`src/rtl/i2c_poll_sequencer.sv`:
```
// Periodic I2C register poller feeding an AXI IIC front-end: one core init, then timed sweeps of a register table.
// Optional `define I2C_SEQ_CHANGE_DETECT_EN adds o_changed and gates o_sweep_done on a detected change.
module i2c_poll_sequencer #(
    parameter int unsigned NUM_REGS           = 4,
    parameter int unsigned POLL_PERIOD_CYCLES = 100000,
    parameter int unsigned TIMEOUT_CYCLES     = 1000000
) (
    input  logic                     clk,
    input  logic                     reset,
    input  logic                     i_enable,
    input  logic [6:0]               i_device_addr,
    input  logic [16*NUM_REGS-1:0]   i_reg_addr,
    input  logic [3*NUM_REGS-1:0]    i_read_len,
    output logic [6:0]               o_device_addr,
    output logic [15:0]              o_I2C_REG_ADDR,
    output logic                     o_I2C_INIT_wstrobe,
    output logic [7:0]               o_I2C_READ_LEN,
    output logic                     o_I2C_READ_LEN_wstrobe,
    input  logic                     i_I2C_IDLE,
    input  logic [31:0]              i_I2C_RX_DATA,
    output logic [32*NUM_REGS-1:0]   o_result,
    output logic [NUM_REGS-1:0]      o_result_valid,
`ifdef I2C_SEQ_CHANGE_DETECT_EN
    output logic [NUM_REGS-1:0]      o_changed,
`endif
    output logic                     o_sweep_done,
    output logic                     o_timeout
);

    typedef enum logic [2:0] {
        S_OFF,
        S_INIT,
        S_INIT_WAIT,
        S_ISSUE,
        S_WAIT,
        S_NEXT,
        S_PERIOD
    } state_t;

    state_t      state, state_next;
    logic [2:0]  idx;
    logic        init_done;
    logic [31:0] period_cnt;
    logic [31:0] to_cnt;

    logic [15:0] addr_tab [8];
    logic [2:0]  len_tab  [8];
    logic [2:0]  cur_len;
    logic        len_ok;
    logic        last;

    logic init_fire, read_fire, sweep_start, capture, skip, wait_tick, advance, end_sweep;

    // Table padded to 8 entries so the 3-bit index always addresses a real element.
    for (genvar g = 0; g < 8; g++) begin : g_tab
        if (g < NUM_REGS) begin : g_used
            assign addr_tab[g] = i_reg_addr[16*g +: 16];
            assign len_tab[g]  = i_read_len[3*g +: 3];
        end else begin : g_unused
            assign addr_tab[g] = '0;
            assign len_tab[g]  = '0;
        end
    end

    assign cur_len = len_tab[idx];
    assign len_ok  = (cur_len != 3'd0) && (cur_len <= 3'd4);
    assign last    = (idx == 3'(NUM_REGS - 1));

    always_comb begin
        state_next  = state;
        init_fire   = 1'b0;
        read_fire   = 1'b0;
        sweep_start = 1'b0;
        capture     = 1'b0;
        skip        = 1'b0;
        wait_tick   = 1'b0;
        advance     = 1'b0;
        end_sweep   = 1'b0;
        case (state)
            S_OFF: begin
                if (i_enable) state_next = init_done ? S_PERIOD : S_INIT;
            end
            S_INIT: begin
                if (i_I2C_IDLE) begin
                    init_fire  = 1'b1;
                    state_next = S_INIT_WAIT;
                end
            end
            // Strobe is registered, so the wait proper starts once the strobe cycle is over.
            S_INIT_WAIT: begin
                if (!o_I2C_INIT_wstrobe) begin
                    if (i_I2C_IDLE) begin
                        sweep_start = 1'b1;
                        state_next  = S_ISSUE;
                    end else begin
                        wait_tick = 1'b1;
                    end
                end
            end
            S_ISSUE: begin
                if (len_ok) begin
                    read_fire  = 1'b1;
                    state_next = S_WAIT;
                end else begin
                    skip       = 1'b1;
                    state_next = S_NEXT;
                end
            end
            S_WAIT: begin
                if (!o_I2C_READ_LEN_wstrobe) begin
                    if (i_I2C_IDLE) begin
                        capture    = 1'b1;
                        state_next = S_NEXT;
                    end else begin
                        wait_tick = 1'b1;
                    end
                end
            end
            S_NEXT: begin
                if (last) begin
                    end_sweep  = 1'b1;
                    state_next = i_enable ? S_PERIOD : S_OFF;
                end else if (!i_enable) begin
                    state_next = S_OFF;
                end else begin
                    advance    = 1'b1;
                    state_next = S_ISSUE;
                end
            end
            S_PERIOD: begin
                if (!i_enable) begin
                    state_next = S_OFF;
                end else if (period_cnt >= 32'(POLL_PERIOD_CYCLES)) begin
                    sweep_start = 1'b1;
                    state_next  = S_ISSUE;
                end
            end
            default: state_next = S_OFF;
        endcase
    end

    always_ff @(posedge clk) begin
        if (reset) begin
            state                  <= S_OFF;
            idx                    <= '0;
            init_done              <= 1'b0;
            period_cnt             <= '0;
            to_cnt                 <= '0;
            o_device_addr          <= '0;
            o_I2C_REG_ADDR         <= '0;
            o_I2C_INIT_wstrobe     <= 1'b0;
            o_I2C_READ_LEN         <= '0;
            o_I2C_READ_LEN_wstrobe <= 1'b0;
            o_result               <= '0;
            o_result_valid         <= '0;
            o_sweep_done           <= 1'b0;
            o_timeout              <= 1'b0;
`ifdef I2C_SEQ_CHANGE_DETECT_EN
            o_changed              <= '0;
`endif
        end else begin
            state                  <= state_next;
            o_I2C_INIT_wstrobe     <= init_fire;
            o_I2C_READ_LEN_wstrobe <= read_fire;
            o_sweep_done           <= 1'b0;

            if (period_cnt < 32'(POLL_PERIOD_CYCLES)) period_cnt <= period_cnt + 32'd1;

            // Count starts at 1 so the next sweep's S_ISSUE lands exactly POLL_PERIOD_CYCLES later.
            if (sweep_start) begin
                o_device_addr <= i_device_addr;
                idx           <= '0;
                period_cnt    <= 32'd1;
                init_done     <= 1'b1;
`ifdef I2C_SEQ_CHANGE_DETECT_EN
                o_changed     <= '0;
`endif
            end

            if (init_fire) to_cnt <= '0;

            if (read_fire) begin
                o_I2C_REG_ADDR <= addr_tab[idx];
                o_I2C_READ_LEN <= {5'b0, cur_len};
                to_cnt         <= '0;
            end

            if (wait_tick && (to_cnt < 32'(TIMEOUT_CYCLES))) begin
                to_cnt <= to_cnt + 32'd1;
                if (to_cnt == 32'(TIMEOUT_CYCLES - 1)) o_timeout <= 1'b1;
            end

            for (int unsigned i = 0; i < NUM_REGS; i++) begin
                if (idx == 3'(i)) begin
                    if (skip) o_result_valid[i] <= 1'b0;
                    if (wait_tick && (state == S_WAIT) && (to_cnt == 32'(TIMEOUT_CYCLES - 1)))
                        o_result_valid[i] <= 1'b0;
                    if (capture) begin
                        o_result[32*i +: 32] <= i_I2C_RX_DATA;
                        o_result_valid[i]    <= 1'b1;
`ifdef I2C_SEQ_CHANGE_DETECT_EN
                        if ((o_result[32*i +: 32] != i_I2C_RX_DATA) || !o_result_valid[i])
                            o_changed[i] <= 1'b1;
`endif
                    end
                end
            end

            if (advance) idx <= idx + 3'd1;

            if (end_sweep) begin
`ifdef I2C_SEQ_CHANGE_DETECT_EN
                o_sweep_done <= |o_changed;
`else
                o_sweep_done <= 1'b1;
`endif
            end
        end
    end

endmodule
```
`config.mk`:
```
export PLATFORM = sky130hd
export DESIGN_NAME = i2c_poll_sequencer
export DESIGN_NICKNAME = d
export VERILOG_FILES = /design/src/rtl/i2c_poll_sequencer.sv
export SDC_FILE = /design/constraint.sdc
export NUM_CORES = 1
export LEC_CHECK = 0
export ABC_CLOCK_PERIOD_IN_PS = 3400
export BUFFER_PORTS_ARGS = -buffer_cell sky130_fd_sc_hd__clkbuf_2
export CAP_MARGIN = 5
export CORE_ASPECT_RATIO = 0.5
export CORE_MARGIN = 2
export CORE_UTILIZATION = 50
export DETAILED_ROUTE_END_ITERATION = 12
export PLACE_DENSITY = 0.83
export SETUP_SLACK_MARGIN = 0.1
export SLEW_MARGIN = 25
export SYNTH_ARGS = -nofsm -noshare
export SYNTH_HDL_FRONTEND = slang
export SYNTH_SLANG_ARGS = --single-unit
export TNS_END_PERCENT = 50
```
`constraint.sdc`:
```
create_clock -name clk -period 3.4 [get_ports clk]
set_clock_uncertainty 0.05 [all_clocks]
set_input_delay 0 -clock clk [delete_from_list [all_inputs] [get_ports clk]]
set_output_delay 0 -clock clk [all_outputs]
set_load 0.02 [all_outputs]
```
==> impl_metrics.tcl <==
set metrics [dict create \
    outcome "finished clean" \
    power_density_nw_per_um2 519 \
    syn_avg_cell_area_um2 8.39 \
    vias_per_cell 5.58 \
    drc 0 \
    start_util_pct 51.1 \
    yosysWarnings 0 \
    synth_seq_cells 233 \
    end_kind "flip-flop" \
    grt_pass1_wl_mm 45.3 \
    synthToLayoutAreaGrowth_pct 31.0 \
    die_x_um 198 \
    synthTopCellsByArea "dfxtp_1, nand2_1, a21oi_1" \
    setup_viol 0 \
    drtPass1Iterations 5 \
    slew_violations 0 \
    crit_cells 7 \
    setup_tns_ns 0 \
    core_um2 18400 \
    dp_hpwl_mm 18.3 \
    seq_area_um2 4660 \
    cp_num_buf_inv 1 \
    fin_crit_sh_pct 85.8 \
    fillers 1407 \
    synth_most_common_cell "nand2_1" \
    cp.required_ns 3.77 \
    post_cts_buffers 0 \
    syn_area_um2 9430 \
    ys_types 56 \
    crit_path_start_kind "flip-flop" \
    path_clk_slew_ns 0.07 \
    critPathCapture "to_cnt[6]" \
    irDropWorstVdd_uv 360 \
    grt_overflow_total 0 \
    ys_top_cells_by_count "nand2_1, dfxtp_1, a21oi_1" \
    rrSetupSlack_ns 0.48 \
    ctsHtreeMaxLevel 1 \
    path_cells "mux4_2 -> nor2_4 -> mux2i_1 -> buf_4 -> nor3_1 -> nand3_1 -> o31ai_1" \
    slew_headroom_pct 39.3 \
    drt_wl_total_mm 29.5 \
    cap_viol_max_count 0 \
    cts_buffer_depth 3 \
    post_cts_resized 0 \
    reg2reg_to "to_cnt[6]" \
    cts_root_buf "clkbuf_16" \
    reg2regPathDepth 7 \
    multi_input_area_um2 4360 \
    p_leak_nw 4.93 \
    fmax_ghz 0.343 \
    ios 286 \
    crit_path_max_incr_delay_ns 0.73 \
    final_cells 1706 \
    holdWs_ns 0.000406 \
    routabilityCongestion 0.861 \
    synthArstFlopShare_pct 0 \
    tightest_slew_ns 0.910 \
    grt_pass1_vias 8977 \
    reg2reg_from "idx[0]" \
    synth_top_area_share_pct 49.5 \
    synth-edff-count 0 \
    critPathTopFamily "simple AND/OR/NAND/NOR gates" \
    synthFlopType "dfxtp_1" \
    numCtsBuffers 20 \
    cp.arrival_ns 3.29 \
    wl_per_cell_um 17.3 \
    seq_area_frac_synth_pct 49.5 \
    rows 35 \
    cp_max_fo 21 \
    antenna_found_initial 1 \
    chipHeight_um 101 \
    clock_latency_ns 0.51 \
    hold_buffers 71 \
    vias 9512 \
    yosysTopAreaCell "dfxtp_1" \
    crit_type "reg -> reg" \
    grt_max_degree 110 \
    final_net_count 1559 \
    hold_viol 0 \
    cts_sinks 233 \
    cp-startpoint "idx[0]" \
    dieArea_um2 20000 \
    cpMaxStageDelayCell "nor3_1" \
    rsz0062_at_grt "false" \
    drt_iter0_markers 683 \
    grt_use_total_pct 28.2 \
    post-route-min-period_ns 2.92 \
    postRouteAntennaNets 0 \
    place_inst 1598 \
    min_path_type "in -> reg" \
    synth_cells 1124 \
    cts_tree "done" \
    drive_gt1_share_pct 25.9 \
    portBuffers 280 \
]
[layout by cell type, fill, tap and decap left out, types with 16 or more instances in the layout]
master           n
dlygate4sd3_1   71
a21oi_1        169
clkbuf_2       279
xnor2_1         16
buf_4           18
nand3_1         31
and3_1          26
nor4_1          18
nand2_1        332
dfxtp_1        233
clkbuf_16       20
mux4_2          19
nor2_1          34
[area by class of cell]
class	instances	share of cell area [%]
flip-flops and latches	233	37.8
multi-input cells	791	35.3
repair buffers	369	18.3
clock buffers	29	4.89
well taps	259	2.62
clock inverters	7	0.618
inverters	17	0.517
diodes	1	0.0203
[worst min-delay path by stage]
stage / start / endpoint / slack, ns / cells after the start
after global routing: i_reg_addr[9] / o_I2C_REG_ADDR[9] / 0.01 / 4
after CTS: i_reg_addr[9] / o_I2C_REG_ADDR[9] / 0.0002 / 4
after global placement: i_I2C_RX_DATA[4] / o_result[36] / 0.22 / 3
after detailed placement: i_I2C_RX_DATA[31] / o_result[63] / 0.23 / 3
final: i_reg_addr[57] / o_I2C_REG_ADDR[9] / 0.0004 / 4
after floorplan: i_I2C_RX_DATA[0] / o_result[0] / 0.09 / 2
[per-layer routing]
metal | track usage, % | wire, um | vias up
li1 | - | - | 4445
met1 | 34.6 | 11500 | 4503
met2 | 47.8 | 14400 | 457
met3 | 7.06 | 2540 | 107
met4 | 11.9 | 1070 | 0
met5 | 0 | 0 | -
[stage by stage]
stage / power [mW] / area [um^2] / worst slack [ns] / util, %
CTS: 6.38 / 12300 / 0.527 / 67.0
detailed placement: 3.97 / 11000 / 0.509 / 59.4
finish: 6.41 / 12300 / 0.481 / 67.0
floorplan: 3.68 / 9440 / 1.03 / -
global placement: 3.93 / 11000 / 0.676 / 59.4
global route: 6.64 / 12300 / 0.225 / 67.0
[flip-flops by register name, indices dropped and copies added (netlist names), 3 cells and up]
| register | count |
|---|---|
| o_result | 128 |
| period_cnt | 32 |
| to_cnt | 32 |
| o_I2C_REG_ADDR | 16 |
| o_device_addr | 7 |
| o_result_valid | 4 |
| idx | 3 |
| o_I2C_READ_LEN | 3 |
| state | 3 |
[report_power, final]
| group | leakage [nW] | switching (mW) | total [mW] | internal [mW] |
|---|---|---|---|---|
| Sequential | 1.88 | 0.122 | 2.95 | 2.83 |
| Combinational | 2.72 | 0.691 | 1.09 | 0.402 |
| Clock | 0.332 | 1.05 | 2.37 | 1.32 |
| Total | 4.93 | 1.86 | 6.41 | 4.55 |
[tightest hold or removal path, cell delays in order]
cell,delay (ns)
clkbuf_2,0.08
mux4_2,0.23
nand2_1,0.07
a21oi_1,0.13
[logic make-up (layout without fill, tap and decap cells)]
kind of cell	count (synthesis)	after routing	synth area share, %
AOI/OAI and AO/OA	235	235	15.0
xor gates and xnor gates	16	16	1.49
adders and majority gates	8	8	1.06
buffers and inverters	104	422	4.53
DFF	233	233	49.5
muxes	22	22	4.86
other	1	6	0.0398
and+or+nand+nor	505	505	23.5
Note: power is estimated with default switching activity, not from simulation.
